--- config.mk ---
export PLATFORM = sky130hd
export DESIGN_NAME = controlador_memoria_dados
export DESIGN_NICKNAME = d
export VERILOG_FILES = /design/src/rtl/catcore_memoria_pkg.sv /design/src/rtl/controlador_memoria_dados.sv
export SDC_FILE = /design/constraint.sdc
export NUM_CORES = 1
export LEC_CHECK = 0
export ABC_AREA = 1
export CELL_PAD_IN_SITES_DETAIL_PLACEMENT = 0
export CELL_PAD_IN_SITES_GLOBAL_PLACEMENT = 1
export CORE_ASPECT_RATIO = 1.25
export CORE_UTILIZATION = 27
export DETAILED_ROUTE_END_ITERATION = 8
export HOLD_SLACK_MARGIN = 0.08
export PLACE_DENSITY = 0.81
export SLEW_MARGIN = 20
export SYNTH_ARGS = -nofsm -noshare
export SYNTH_HDL_FRONTEND = slang
export SYNTH_SLANG_ARGS = --single-unit
--- constraint.sdc ---
create_clock -name clock -period 1.4 [get_ports clock]
set_clock_uncertainty 0.1 [all_clocks]
set_input_delay 0.28 -clock clock [delete_from_list [all_inputs] [get_ports clock]]
set_output_delay 0.28 -clock clock [all_outputs]
set_load 0.1 [all_outputs]
--- src/rtl/catcore_memoria_pkg.sv ---
// Shared definitions for the CatCORE data-memory load/store initiator:
// FSM state encoding and the default memory geometry.
package catcore_memoria_pkg;

   localparam int LARGURA_DADOS_PADRAO    = 32;
   localparam int LARGURA_ENDERECO_PADRAO = 32;
   localparam int PROFUNDIDADE_PADRAO     = 50;

   typedef enum logic [2:0] {
      OCIOSO     = 3'd0,
      ESCREVE    = 3'd1,
      LE_PULSO   = 3'd2,
      LE_CAPTURA = 3'd3,
      RESPONDE   = 3'd4
   } estado_t;

endpackage

--- src/rtl/controlador_memoria_dados.sv ---
// Load/store initiator for the CatCORE data memory. Accepts one request at a
// time, sequences the memory write enable / read strobe (clockAuto) and returns
// a single-cycle response pulse.
// Optional bounds check: define CATCORE_LSU_LIMITE_EN to reject addresses
// >= PROFUNDIDADE with resp_erro instead of touching the memory.
//
// state      | meaning
// -----------+-------------------------------------------------------------
// OCIOSO     | idle, req_pronto high, waiting for a request
// ESCREVE    | write enable high for one cycle, memory writes on closing edge
// LE_PULSO   | read strobe high for one cycle
// LE_CAPTURA | strobe low, mem_saida registered into resp_dado at closing edge
// RESPONDE   | resp_valido pulse, back to OCIOSO
module controlador_memoria_dados
   import catcore_memoria_pkg::*;
#(
   parameter int LARGURA_DADOS    = LARGURA_DADOS_PADRAO,
   parameter int LARGURA_ENDERECO = LARGURA_ENDERECO_PADRAO,
   parameter int PROFUNDIDADE     = PROFUNDIDADE_PADRAO
) (
   input  logic                        clock,
   input  logic                        reset,
   input  logic                        req_valido,
   output logic                        req_pronto,
   input  logic                        req_escrita,
   input  logic [LARGURA_ENDERECO-1:0] req_endereco,
   input  logic [LARGURA_DADOS-1:0]    req_dado,
   output logic                        resp_valido,
   output logic [LARGURA_DADOS-1:0]    resp_dado,
   output logic                        resp_erro,
   output logic [LARGURA_ENDERECO-1:0] mem_endereco,
   output logic [LARGURA_DADOS-1:0]    mem_dado,
   output logic                        mem_controle_escrita,
   output logic                        mem_pulso_leitura,
   input  logic [LARGURA_DADOS-1:0]    mem_saida
);

   estado_t                     estado_q;
   logic                        req_pronto_q;
   logic                        resp_valido_q;
   logic                        resp_erro_q;
   logic [LARGURA_DADOS-1:0]    resp_dado_q;
   logic [LARGURA_ENDERECO-1:0] mem_endereco_q;
   logic [LARGURA_DADOS-1:0]    mem_dado_q;
   logic                        mem_escrita_q;
   logic                        mem_leitura_q;
   logic                        fora_faixa_d;
   logic                        aceita_d;

`ifdef CATCORE_LSU_LIMITE_EN
   // Unsigned full-width compare against the implemented memory depth.
   assign fora_faixa_d = (req_endereco >= LARGURA_ENDERECO'(PROFUNDIDADE));
`else
   // No bounds check: every address is forwarded, resp_erro stays 0.
   assign fora_faixa_d = 1'b0;
`endif

   // req_pronto_q is only high while idle, so it qualifies the handshake.
   assign aceita_d = req_pronto_q && req_valido;

   // Request/response sequencer; every output is a register of this block.
   always_ff @(posedge clock) begin
      if (!reset) begin
         estado_q       <= OCIOSO;
         req_pronto_q   <= 1'b0;
         resp_valido_q  <= 1'b0;
         resp_erro_q    <= 1'b0;
         resp_dado_q    <= '0;
         mem_endereco_q <= '0;
         mem_dado_q     <= '0;
         mem_escrita_q  <= 1'b0;
         mem_leitura_q  <= 1'b0;
      end else begin
         mem_escrita_q <= 1'b0;
         mem_leitura_q <= 1'b0;
         resp_valido_q <= 1'b0;
         case (estado_q)
            OCIOSO: begin
               req_pronto_q <= 1'b1;
               if (aceita_d) begin
                  req_pronto_q   <= 1'b0;
                  mem_endereco_q <= req_endereco;
                  mem_dado_q     <= req_dado;
                  if (fora_faixa_d) begin
                     // Out-of-range: skip the memory, answer next cycle.
                     estado_q      <= RESPONDE;
                     resp_valido_q <= 1'b1;
                     resp_erro_q   <= 1'b1;
                     resp_dado_q   <= '0;
                  end else if (req_escrita) begin
                     estado_q      <= ESCREVE;
                     mem_escrita_q <= 1'b1;
                  end else begin
                     estado_q      <= LE_PULSO;
                     mem_leitura_q <= 1'b1;
                  end
               end
            end
            ESCREVE: begin
               estado_q      <= RESPONDE;
               resp_valido_q <= 1'b1;
               resp_erro_q   <= 1'b0;
               resp_dado_q   <= '0;
            end
            LE_PULSO: begin
               estado_q <= LE_CAPTURA;
            end
            LE_CAPTURA: begin
               estado_q      <= RESPONDE;
               resp_valido_q <= 1'b1;
               resp_erro_q   <= 1'b0;
               resp_dado_q   <= mem_saida;
            end
            RESPONDE: begin
               estado_q     <= OCIOSO;
               resp_erro_q  <= 1'b0;
               req_pronto_q <= 1'b1;
            end
            default: begin
               estado_q     <= OCIOSO;
               req_pronto_q <= 1'b0;
            end
         endcase
      end
   end

   assign req_pronto           = req_pronto_q;
   assign resp_valido          = resp_valido_q;
   assign resp_erro            = resp_erro_q;
   assign resp_dado            = resp_dado_q;
   assign mem_endereco         = mem_endereco_q;
   assign mem_dado             = mem_dado_q;
   assign mem_controle_escrita = mem_escrita_q;
   assign mem_pulso_leitura    = mem_leitura_q;

endmodule

**After elaboration in Yosys (flattened, before gate mapping)**

Cells that the tools add are included.

- Bits in registers: 103
- Input bits: 100
- Output and inout bits: 101
- Word-level logic and storage cells: 29

- Eq/ne operators: 5
- Mux-type cells: 9
- Reduce and logical (&&, ||, !) cells: 7

Operators by type and width:

| kind | count |
|---|---|
| 32-bit one-hot mux with 2 select lines | 1 |
| 3-bit one-hot mux with 3 select lines | 1 |
| 3-bit by 2-bit == test with 1-bit output (second input constant) | 2 |
| 1-bit two-way mux | 4 |
| 3-bit by 1-bit == test with 1-bit output (second input constant) | 1 |
| 3-bit == test (second input constant) | 1 |
| 3-bit zero test | 1 |
| 3-bit two-way mux | 1 |
| 1-bit one-hot mux with 3 select lines | 1 |
| 3-bit AND reduction | 1 |
| 3-bit OR reduction | 1 |
| 2-bit two-way mux | 1 |
| 2-bit != test (second input constant) | 1 |
| 2-bit AND reduction | 1 |
| 2-bit nonzero test | 1 |
| 2-bit OR reduction | 1 |
| 1-bit logical AND | 1 |

**Depth between registers and ports, before layout**

- Word-level depth: 3
- Mapped depth: 7
- Depth with buffers taken out: 5

**Worst setup path before layout**

No wires, ideal clock.

- Path kind: register -> register
- Start point: register req_pronto_q (netlist: req_pronto)
- End point: register mem_dado_q[12] (netlist: mem_dado[12])
- Setup time: 0.119 ns
- Arrival: 1.715 ns
- Required time: 1.181 ns
- Path slack: -0.534 ns
- Stages on the path, launching flop included: 8
- Buffers on the path: 2
- Clock period less this slack: 1.934 ns
- Cells stage by stage: dfxtp_1 -> nand2_1 -> inv_1 -> nand3_1 -> buf_4 -> buf_4 -> nand3_1 -> nand2_1

- Word-level cells in the longest chain between the ends: 2

RTL lines:

| item | RTL line | RTL |
|---|---|---|
| from (decl) | controlador_memoria_dados.sv:39 | `logic req_pronto_q;` |
| from (signal assigned) | controlador_memoria_dados.sv:65 | `req_pronto_q <= 1'b0;` |
| from (signal assigned) | controlador_memoria_dados.sv:79 | `req_pronto_q <= 1'b1;` |
| from (signal assigned) | controlador_memoria_dados.sv:81 | `req_pronto_q <= 1'b0;` |
| 1-bit logical AND | controlador_memoria_dados.sv:59 | `assign aceita_d = req_pronto_q && req_valido;` |
| 2-bit AND reduction (no line) | n/a |  |
| to (signal assigned) | controlador_memoria_dados.sv:83 | `mem_dado_q <= req_dado;` |
| to (decl) | controlador_memoria_dados.sv:44 | `logic [LARGURA_DADOS-1:0] mem_dado_q;` |

No other way between the ends.
A chain may end at the register's enable or synchronous reset.

**Worst setup path after layout**

- Start point: register mem_endereco_q[12] (netlist: mem_endereco[12])
- End point: output port mem_endereco[12]

RTL lines:

| item | RTL line | RTL |
|---|---|---|
| from (decl) | controlador_memoria_dados.sv:43 | `logic [LARGURA_ENDERECO-1:0] mem_endereco_q;` |
| from (signal assigned) | controlador_memoria_dados.sv:82 | `mem_endereco_q <= req_endereco;` |
| to (decl) | controlador_memoria_dados.sv:31 | `output logic [LARGURA_ENDERECO-1:0] mem_endereco,` |

No word-level cell between the ends.

==> flow_metrics.env <==
export IMPL_status="complete, no violations"
export IMPL_power_density_mw_per_mm2=1160
export IMPL_drtIter0Drc=185
export IMPL_gp_congestion=0.761
export IMPL_period_needed_ns=1.31
export IMPL_path_cells="buf_12"
export IMPL_fillers=1141
export IMPL_grt_pass1_vias=3752
export IMPL_ys_warn_count=0
export IMPL_synth_edf_count=0
export IMPL_grt_use_total_pct=16.8
export IMPL_ys_top_cells_by_area="dfxtp_1 (55%), nand3_1 (22%), nand2_1 (10%), a21oi_1 (4.3%), buf_2 (3.1%)"
export IMPL_start_util_pct=28.0
export IMPL_hold_path_depth=5
export IMPL_cts_max_path_buffers=2
export IMPL_synth_top_cell_area_share_pct=55.2
export IMPL_hold_viol=0
export IMPL_htree_levels=3
export IMPL_layout_area_seq_mm2=0.00207
export IMPL_cts_tree="yes"
export IMPL_cp_buffers_inverters=1
export IMPL_layout_nets=743
export IMPL_yosysMostFrequentCell="nand3_1"
export IMPL_path_depth=1
export IMPL_grt_overflow=0
export IMPL_path_max_fanout=2
export IMPL_syn_area_mm2=0.00373
export IMPL_numCtsBuffers=9
export IMPL_multi_input_area_mm2=0.00145
export IMPL_rows=47
export IMPL_path_delay_family="flip-flops"
export IMPL_fin_area_mm2=0.00727
export IMPL_yosysTopAreaCell="dfxtp_1"
export IMPL_synth_common_cells="nand3_1 (162), dfxtp_1 (103), nand2_1 (101)"
export IMPL_dpl_cell_area_mm2=0.00695
export IMPL_clock_latency_ns=0.33
export IMPL_seq_area_frac_synth_pct=55.2
export IMPL_synth_seq_cells=103
export IMPL_vdd_drop_max_mv=0.781
export IMPL_crit_path_end_kind="primary output"
export IMPL_diodes=0
export IMPL_grt_max_degree=55
export IMPL_p_total_mw=8.47
export IMPL_die_w_um=107
export IMPL_timing_final_crit_share_pct=93.7
export IMPL_antenna_found_initial=1
export IMPL_cp_arrival_ns=0.93
export IMPL_cp_data_required_time_ns=1.02
export IMPL_grt_pass1_wl_mm=18.9
export IMPL_fmax_mhz=762
export IMPL_ios=201
export IMPL_dp_final_hpwl_mm=8.73
export IMPL_finalSetupTns_ns=0
export IMPL_wire_per_inst_um=14.5
export IMPL_r2r_cells=4
export IMPL_io_buffers=199
export IMPL_clkTransAtPathRegs_ns=0.07
export IMPL_rsz0062_at_grt="false"
export IMPL_ys_types=16
export IMPL_start_kind="flip-flop"
export IMPL_wirelength_mm=11.9
export IMPL_ys_async_sr_fraction_pct=0
export IMPL_cts_sinks=103
export IMPL_power_leakage_nw=2.97
export IMPL_maxCapViolCount=0
export IMPL_worst_setup_path_type="flip-flop to primary output"
export IMPL_drive_gt1_share_pct=21.5
export IMPL_critPathMaxStageDelay_ns=0.40
export IMPL_viasPerCell=4.70
export IMPL_cts_hold_buf=0
export IMPL_final_max_slew_violation_count=0
export IMPL_dieArea_mm2=0.0143
export IMPL_setup_violations=0
export IMPL_holdWs_ns=0.301
export IMPL_cp_slowest_cell="dfxtp_1"
export IMPL_post_synth_cell_area_avg_um2=8.10
export IMPL_core_mm2=0.0133
export IMPL_clockRootBuffer="clkbuf_16"
export IMPL_hp_class="primary input to flip-flop"
export IMPL_ant_nets=0
export IMPL_remaining_drc_errors=0
export IMPL_postSynthCellCount=461
export IMPL_drtPass1Iterations=4
export IMPL_synth_nets=561
export IMPL_vias=3849
export IMPL_area_growth_pct=94.8
export IMPL_final_util_pct=54.5
export IMPL_die_y_um=133
export IMPL_ys_flop_type="dfxtp_1"
where the power goes:
group / internal, mW / switching (mW) / total (mW)
registers: 3.08 / 0.168 / 3.25
logic: 0.991 / 1.59 / 2.58
clock network: 1.57 / 1.06 / 2.63
cell usage in the layout, fill, tap and decap left out:
cell	instances
nand3_1	161
buf_12	109
dfxtp_1	102
nand2_1	100
clkdlybuf4s50_1	98
a21oi_1	32
clkbuf_16	9
nor2_1	7
buf_4	5
inv_2	3
inv_1	3
nor2_4	2
o21ai_0	2
clkbuf_1	2
bufinv_16	2
clkinvlp_4	2
nor2_2	1
nand2_2	1
nand3_2	1
nor3_4	1
a22oi_1	1
conb_1	1
inv_4	1
buf_2	1
dfxtp_4	1
cell families after synthesis:
family          after synthesis  share of synthesized area, %
simple gates                274                          33.3
buf+inv                      48                          6.60
other cells                   1                         0.100
compound gates               35                          4.76
flops                       103                          55.2
worst paths after layout:
check	start	end	slack (ns)
setup / recovery	mem_endereco[12]	mem_endereco[12]	0.09
hold reg to reg	mem_endereco[9]	mem_endereco[9]	0.40
setup reg to reg	estado_q[2]	mem_endereco[27]	0.10
hold / removal	reset	mem_pulso_leitura	0.30
repair_timing:
item,CTS,global route
resized for setup,0,1
setup buffers,0,0
setup endpoints to repair,0,2
flip-flops by register name (all words and copies together) (netlist names):
register              flops
mem_pulso_leitura         1
resp_dado                32
estado_q                  3
mem_dado                 32
req_pronto                1
resp_valido               1
mem_controle_escrita      1
mem_endereco             32
area by class of cell:
class	instances	share of cell area (%)
repair buffers	213	44.1
inverters	6	0.310
clock buffers	11	3.20
clock inverters	5	1.12
flip-flops and latches	103	28.4
multi-input cells	310	19.9
well taps	171	2.94
tightest hold or removal path: stages:
cell and delay [ns]:
buf_2 0.13, inv_2 0.08, nor2_4 0.06, nand2_1 0.09
nor2_1 0.04
metal layers:
metal | up-vias | track usage, % | wire [µm]
met5 | - | 0 | 13
met4 | 2 | 6.62 | 257
met3 | 19 | 4.06 | 816
met2 | 131 | 30.6 | 6260
met1 | 1787 | 18.4 | 4550
li1 | 1910 | - | -
through the flow:
stage / worst slack, ns / instances
4_1_cts: 0.0759 / 819
2_1_floorplan: 0.0105 / 461
3_5_place_dp: -0.205 / 803
5_1_grt: 0.00985 / 819
6_report: 0.0884 / 819
3_3_place_gp: -0.199 / 803
(Power assumes the default switching activity.)
